**src/rtl/gb_result_reader.sv**
```systemverilog
`default_nettype none
// ============================================================================
// Module  : gb_result_reader
// Brief   : Drains the output-feature region of the global buffer to the host
//           as a stream of full-width lines over valid/ready.
// Rev     : 1.0
// ============================================================================
module gb_result_reader #(
    parameter int DATA_WIDTH            = 8,
    parameter int length                = 16,
    parameter int global_buf_addr_width = 17,
    parameter int FIFO_DEPTH            = 2
) (
    input  logic                                 clk,
    input  logic                                 rstn,
    input  logic                                 start,
    input  logic [global_buf_addr_width-1:0]     base_addr,
    input  logic [global_buf_addr_width:0]       n_lines,
    output logic                                 gb_ren,
    output logic [global_buf_addr_width-1:0]     gb_raddr,
    input  logic [DATA_WIDTH*length-1:0]         gb_dout,
    output logic [DATA_WIDTH*length-1:0]         out_data,
    output logic                                 out_valid,
    input  logic                                 out_ready,
    output logic                                 out_last,
    output logic                                 busy,
    output logic                                 done
);

    localparam int c_AW = global_buf_addr_width;
    localparam int c_LW = DATA_WIDTH * length;
    localparam int c_PW = (FIFO_DEPTH > 1) ? $clog2(FIFO_DEPTH) : 1;
    localparam int c_CW = c_PW + 1;

    localparam logic [c_AW:0]   c_ONE   = (c_AW+1)'(1);
    localparam logic [c_PW-1:0] c_PONE  = c_PW'(1);
    localparam logic [c_CW-1:0] c_CONE  = c_CW'(1);
    localparam logic [c_CW:0]   c_DEPTH = (c_CW+1)'(FIFO_DEPTH);

    typedef enum logic [1:0] {
        S_IDLE   = 2'd0,
        S_RUN    = 2'd1,
        S_FINISH = 2'd2
    } state_t;

    state_t            r_state;
    logic [c_AW-1:0]   r_base;
    logic [c_AW:0]     r_nlines;
    logic [c_AW:0]     r_issued;
    logic [c_AW:0]     r_sent;
    logic [c_LW-1:0]   r_mem [FIFO_DEPTH];
    logic [c_PW-1:0]   r_wptr;
    logic [c_PW-1:0]   r_rptr;
    logic [c_CW-1:0]   r_count;
    logic              r_inflight;

    logic              w_pop;
    logic              w_credit;
    logic [c_AW:0]     w_last_idx;

    assign w_last_idx = r_nlines - c_ONE;
    assign out_valid  = (r_count != '0);
    assign w_pop      = out_valid && out_ready;

    // A read may issue only if the line it returns is guaranteed a FIFO slot,
    // counting the read already in flight and the slot freed by this cycle's pop.
    assign w_credit = ({1'b0, r_count} + {{c_CW{1'b0}}, r_inflight})
                      < (c_DEPTH + {{c_CW{1'b0}}, w_pop});

    assign gb_ren   = (r_state == S_RUN) && (r_issued < r_nlines) && w_credit;
    assign gb_raddr = r_base + r_issued[c_AW-1:0];
    assign out_data = out_valid ? r_mem[r_rptr] : '0;
    assign out_last = out_valid && (r_sent == w_last_idx);
    assign busy     = (r_state == S_RUN);
    assign done     = (r_state == S_FINISH);

    always_ff @(posedge clk) begin
        if (r_inflight) begin
            r_mem[r_wptr] <= gb_dout;
        end
    end

    always_ff @(posedge clk or negedge rstn) begin
        if (!rstn) begin
            r_state    <= S_IDLE;
            r_base     <= '0;
            r_nlines   <= '0;
            r_issued   <= '0;
            r_sent     <= '0;
            r_wptr     <= '0;
            r_rptr     <= '0;
            r_count    <= '0;
            r_inflight <= 1'b0;
        end else begin
            case (r_state)
                S_IDLE: begin
                    if (start) begin
                        r_base     <= base_addr;
                        r_nlines   <= n_lines;
                        r_issued   <= '0;
                        r_sent     <= '0;
                        r_wptr     <= '0;
                        r_rptr     <= '0;
                        r_count    <= '0;
                        r_inflight <= 1'b0;
                        r_state    <= (n_lines == '0) ? S_FINISH : S_RUN;
                    end
                end
                S_RUN: begin
                    r_inflight <= gb_ren;
                    if (gb_ren) begin
                        r_issued <= r_issued + c_ONE;
                    end
                    if (r_inflight) begin
                        r_wptr <= r_wptr + c_PONE;
                    end
                    if (w_pop) begin
                        r_rptr <= r_rptr + c_PONE;
                        r_sent <= r_sent + c_ONE;
                        if (r_sent == w_last_idx) begin
                            r_state <= S_FINISH;
                        end
                    end
                    case ({r_inflight, w_pop})
                        2'b10:   r_count <= r_count + c_CONE;
                        2'b01:   r_count <= r_count - c_CONE;
                        default: r_count <= r_count;
                    endcase
                end
                S_FINISH: begin
                    r_inflight <= 1'b0;
                    r_state    <= S_IDLE;
                end
                default: begin
                    r_state <= S_IDLE;
                end
            endcase
        end
    end

endmodule
`default_nettype wire

```
**config.mk**
```make
export PLATFORM = sky130hd
export DESIGN_NAME = gb_result_reader
export DESIGN_NICKNAME = d
export VERILOG_FILES = /design/src/rtl/gb_result_reader.sv
export SDC_FILE = /design/constraint.sdc
export NUM_CORES = 1
export LEC_CHECK = 0
export ABC_AREA = 0
export CAP_MARGIN = 0
export CORE_MARGIN = 5
export CORE_UTILIZATION = 46
export DETAILED_ROUTE_END_ITERATION = 8
export GPL_TIMING_DRIVEN = 0
export PLACE_DENSITY = 0.76
export SETUP_SLACK_MARGIN = 0.15
export SLEW_MARGIN = 20
export SYNTH_ARGS = -nofsm -noshare
export SYNTH_HDL_FRONTEND = slang
export SYNTH_SLANG_ARGS = --single-unit
```
**constraint.sdc**
```tcl
create_clock -name clk -period 5.9 [get_ports clk]
set_clock_uncertainty 0.05 [all_clocks]
set_input_delay 0.59 -clock clk [delete_from_list [all_inputs] [get_ports clk]]
set_output_delay 0.59 -clock clk [all_outputs]
set_load 0.02 [all_outputs]
```
==> out/qor.csv <==
metric,value,unit
status,completed,
FP Rows,65,
fin. max-slew vios,0,
share of flip-flops with an asynchronous set or reset,0.234,
dpl cells,1885,
area grow syn2layout,34.4,%
Worst Hold End,r_count[0]$_DFFE_PN0P_,
Sw Ratio,0.383,
CP startpoint,r_nlines[0]$_DFFE_PN0P_,
Reg power frac,0.333,
synth top area cells,"edfxtp_1 (52%), dfrtp_1 (13%), mux2i_1 (8.9%), nor2_1 (4.5%), ha_1 (3.2%)",
initial antenna violation count,4,
antenna-violating nets left,0,
main flop type after synthesis,edfxtp_1,
Leak,7.63,nW
CTS H-tree lvls,2,
CP Data Arrival Time,4.04,ns
I/O pin cnt,317,
R2R Path Start,r_nlines[0]$_DFFE_PN0P_,
slew margin rel.,0.435,
post-synth cell types,61,
GRT overflow,0,
Cell Pwr Density,548,nW/um^2
Horiz. Die Dim,190,um
Comb pwr share,0.459,
Die Span Y,190,um
DP Area,18800,sq um
CTS Buf Count,37,
register bit total from synthesis,334,
clock power share,0.208,
startpoint types,register,
cts hold-fix bufs,1,
number of flops mapped to enable cells by yosys,256,
number of stages on the worst hold path,3,
worst vdd ir,0.435,mV
vias in the first global route,11040,
Worst EP required,5.26,ns
cells on worst reg2reg path,9,
post-route cell area,20000,sq um
Crit Path Max Fanout,5,
Yosys top cell area share,0.517,
share of cells above drive strength 1,0.0554,
fin crit share,0.794,
fmax,214,MHz
Worst Hold Class,primary input to register,
minimum clock period,4.68,ns
nets@finish,1729,
drt initial violations,649,
most frequent cells in the layout,"clkdlybuf4s50_1 (314), edfxtp_1 (256), nor2_1 (176), mux2i_1 (132), nand2_1 (101)",
Internal,6.76,mW
Residual DRC,0,
global-route wire length before repair,61.6,mm
final setup fails,0,
GRT Util Overall,0.218,
cell taking the most area after synthesis,edfxtp_1,
vias,10410,
final wirelength,39.4,mm
Die ar.,36000,sq um
I/O Buffers,315,
hpwl dp,29.1,mm
postcts setup bufs,0,
final hold violations,0,
DR WL/cell,20.2,um
Clock transition at path regs,0.06,ns
via/cell ratio,5.33,
WS Path Type,register to primary output,
met3 Resource Use GR,0.0835,
TritonCTS Sinks,334,
n_diodes,0,
Initial Util,0.469,
max capacitance violation total,0,
GR Layer Usage met1,0.258,
worst slew pin tran,0.848,ns
met2 Track Usage GR,0.374,
syn avg cell area,12.8,sq um
R2R setup slack,2.82,ns
clk root buf,clkbuf_16,
Post-Syn Area,14900,sq um
min-delay src,out_ready,
register area share after synthesis,0.648,
largest net degree at the start of global routing,57,
Cells after Synth,1158,
TritonCTS clock tree,yes,
worst-skew pair later-pin latency,0.53,ns
FF-to-FF End,r_state[1]$_DFFE_PN0P_,
post_cts resized,0,
gr busiest metal,met2,
YS warnings,0,
Placeable Area,31700,sq um
GPL Wtd Cong,0.863,
fin cells,1954,
first-pass detailed-route iteration total,5,
RSZ-0062 raised after global routing,no,
"most common cell after layout, fill and taps aside",clkdlybuf4s50_1,
element type at the critical path end,primary output,
Post-Syn Nets,1364,
switching pwr,4.20,mW
Max clock buf depth,3,
==> layer usage <==
metal  wire (um)  up-vias
li1            -     4956
met1       15200     5003
met2       19300      372
met3        3910       71
met4         977        8
met5          59        -
==> layout make-up <==
cell class | instances | area, sq um
buffer | 53 | 204
clock buffer | 44 | 983
clock inverter | 24 | 221
fill | 2406 | 11700
inverter | 35 | 131
multi-input combinational | 736 | 4910
sequential | 334 | 9640
tap | 402 | 503
timing repair buffer | 326 | 3410
==> worst max path at each step <==
stage                             endpoint  slack [ns]
floorplan            r_mem[0][0]$_DFFE_PP_        1.54
global placement    r_mem[0][26]$_DFFE_PP_       -0.48
detailed placement                out_last        1.74
CTS                               out_last        1.14
finish                            out_last        1.22
global route                      out_last        0.91
==> worst max-delay path, cell delays in order (launching register included) <==
cell,delay [ns]
dfrtp_1,0.47
inv_1,0.11
ha_1,0.20
nand2b_1,0.14
or3_1,0.37
a2111oi_0,0.52
nand4_1,0.22
a2111oi_2,0.48
nand3_1,0.21
nor2_1,0.13
clkdlybuf4s50_1,0.66
==> power by group through the flow <==
stage | logic [mW] | registers (mW) | clock network [mW]
floorplan | 2.78 | 3.68 | 0
global placement | 4.83 | 3.79 | 0
detailed placement | 5.07 | 3.69 | 0
CTS | 5.11 | 3.65 | 2.33
global route | 5.44 | 3.71 | 2.43
finish | 5.03 | 3.65 | 2.28
==> state kept, by name (all words and copies together) (netlist names) <==
| name | cells |
|---|---|
| r_mem | 256 |
| r_issued | 18 |
| r_nlines | 18 |
| r_sent | 18 |
| r_base | 17 |
| r_count | 2 |
| r_state | 2 |
| r_inflight | 1 |
| r_rptr | 1 |
| r_wptr | 1 |
==> kinds of logic after synthesis <==
group,count (synthesis),synth area share
simple gates,384,0.119
flops,334,0.648
mux,133,0.0896
compound gates,121,0.0528
buf+inv,88,0.0225
xor+xnor,59,0.0347
fa+ha+maj,39,0.0333
==> metrics by stage <==
| step | total power [mW] | hold WS (ns) | TNS (ns) | utilization | setup WS, ns |
|---|---|---|---|---|---|
| 6_report | 11.0 | 0.385 | 0 | 0.630 | 1.22 |
| 5_1_grt | 11.6 | 0.417 | 0 | 0.630 | 0.913 |
| 4_1_cts | 11.1 | 0.376 | 0 | 0.630 | 1.14 |
| 3_5_place_dp | 8.75 | 0.424 | 0 | 0.592 | 1.74 |
| 3_3_place_gp | 8.62 | 0.419 | -60.18 | 0.584 | -0.484 |
| 2_1_floorplan | 6.46 | 0.244 | 0 | - | 1.54 |
==> synth_stat cells, drive strengths merged (22+ instances only) <==
cell type	count
edfxtp	256
nor2	177
mux2i	132
nand2	101
dfrtp	78
o21ai	39
ha	38
clkbuf	37
inv	35
xnor2	35
xor2	24
a21oi	23
nand4	22
Power figures use the tool's default switching activity.
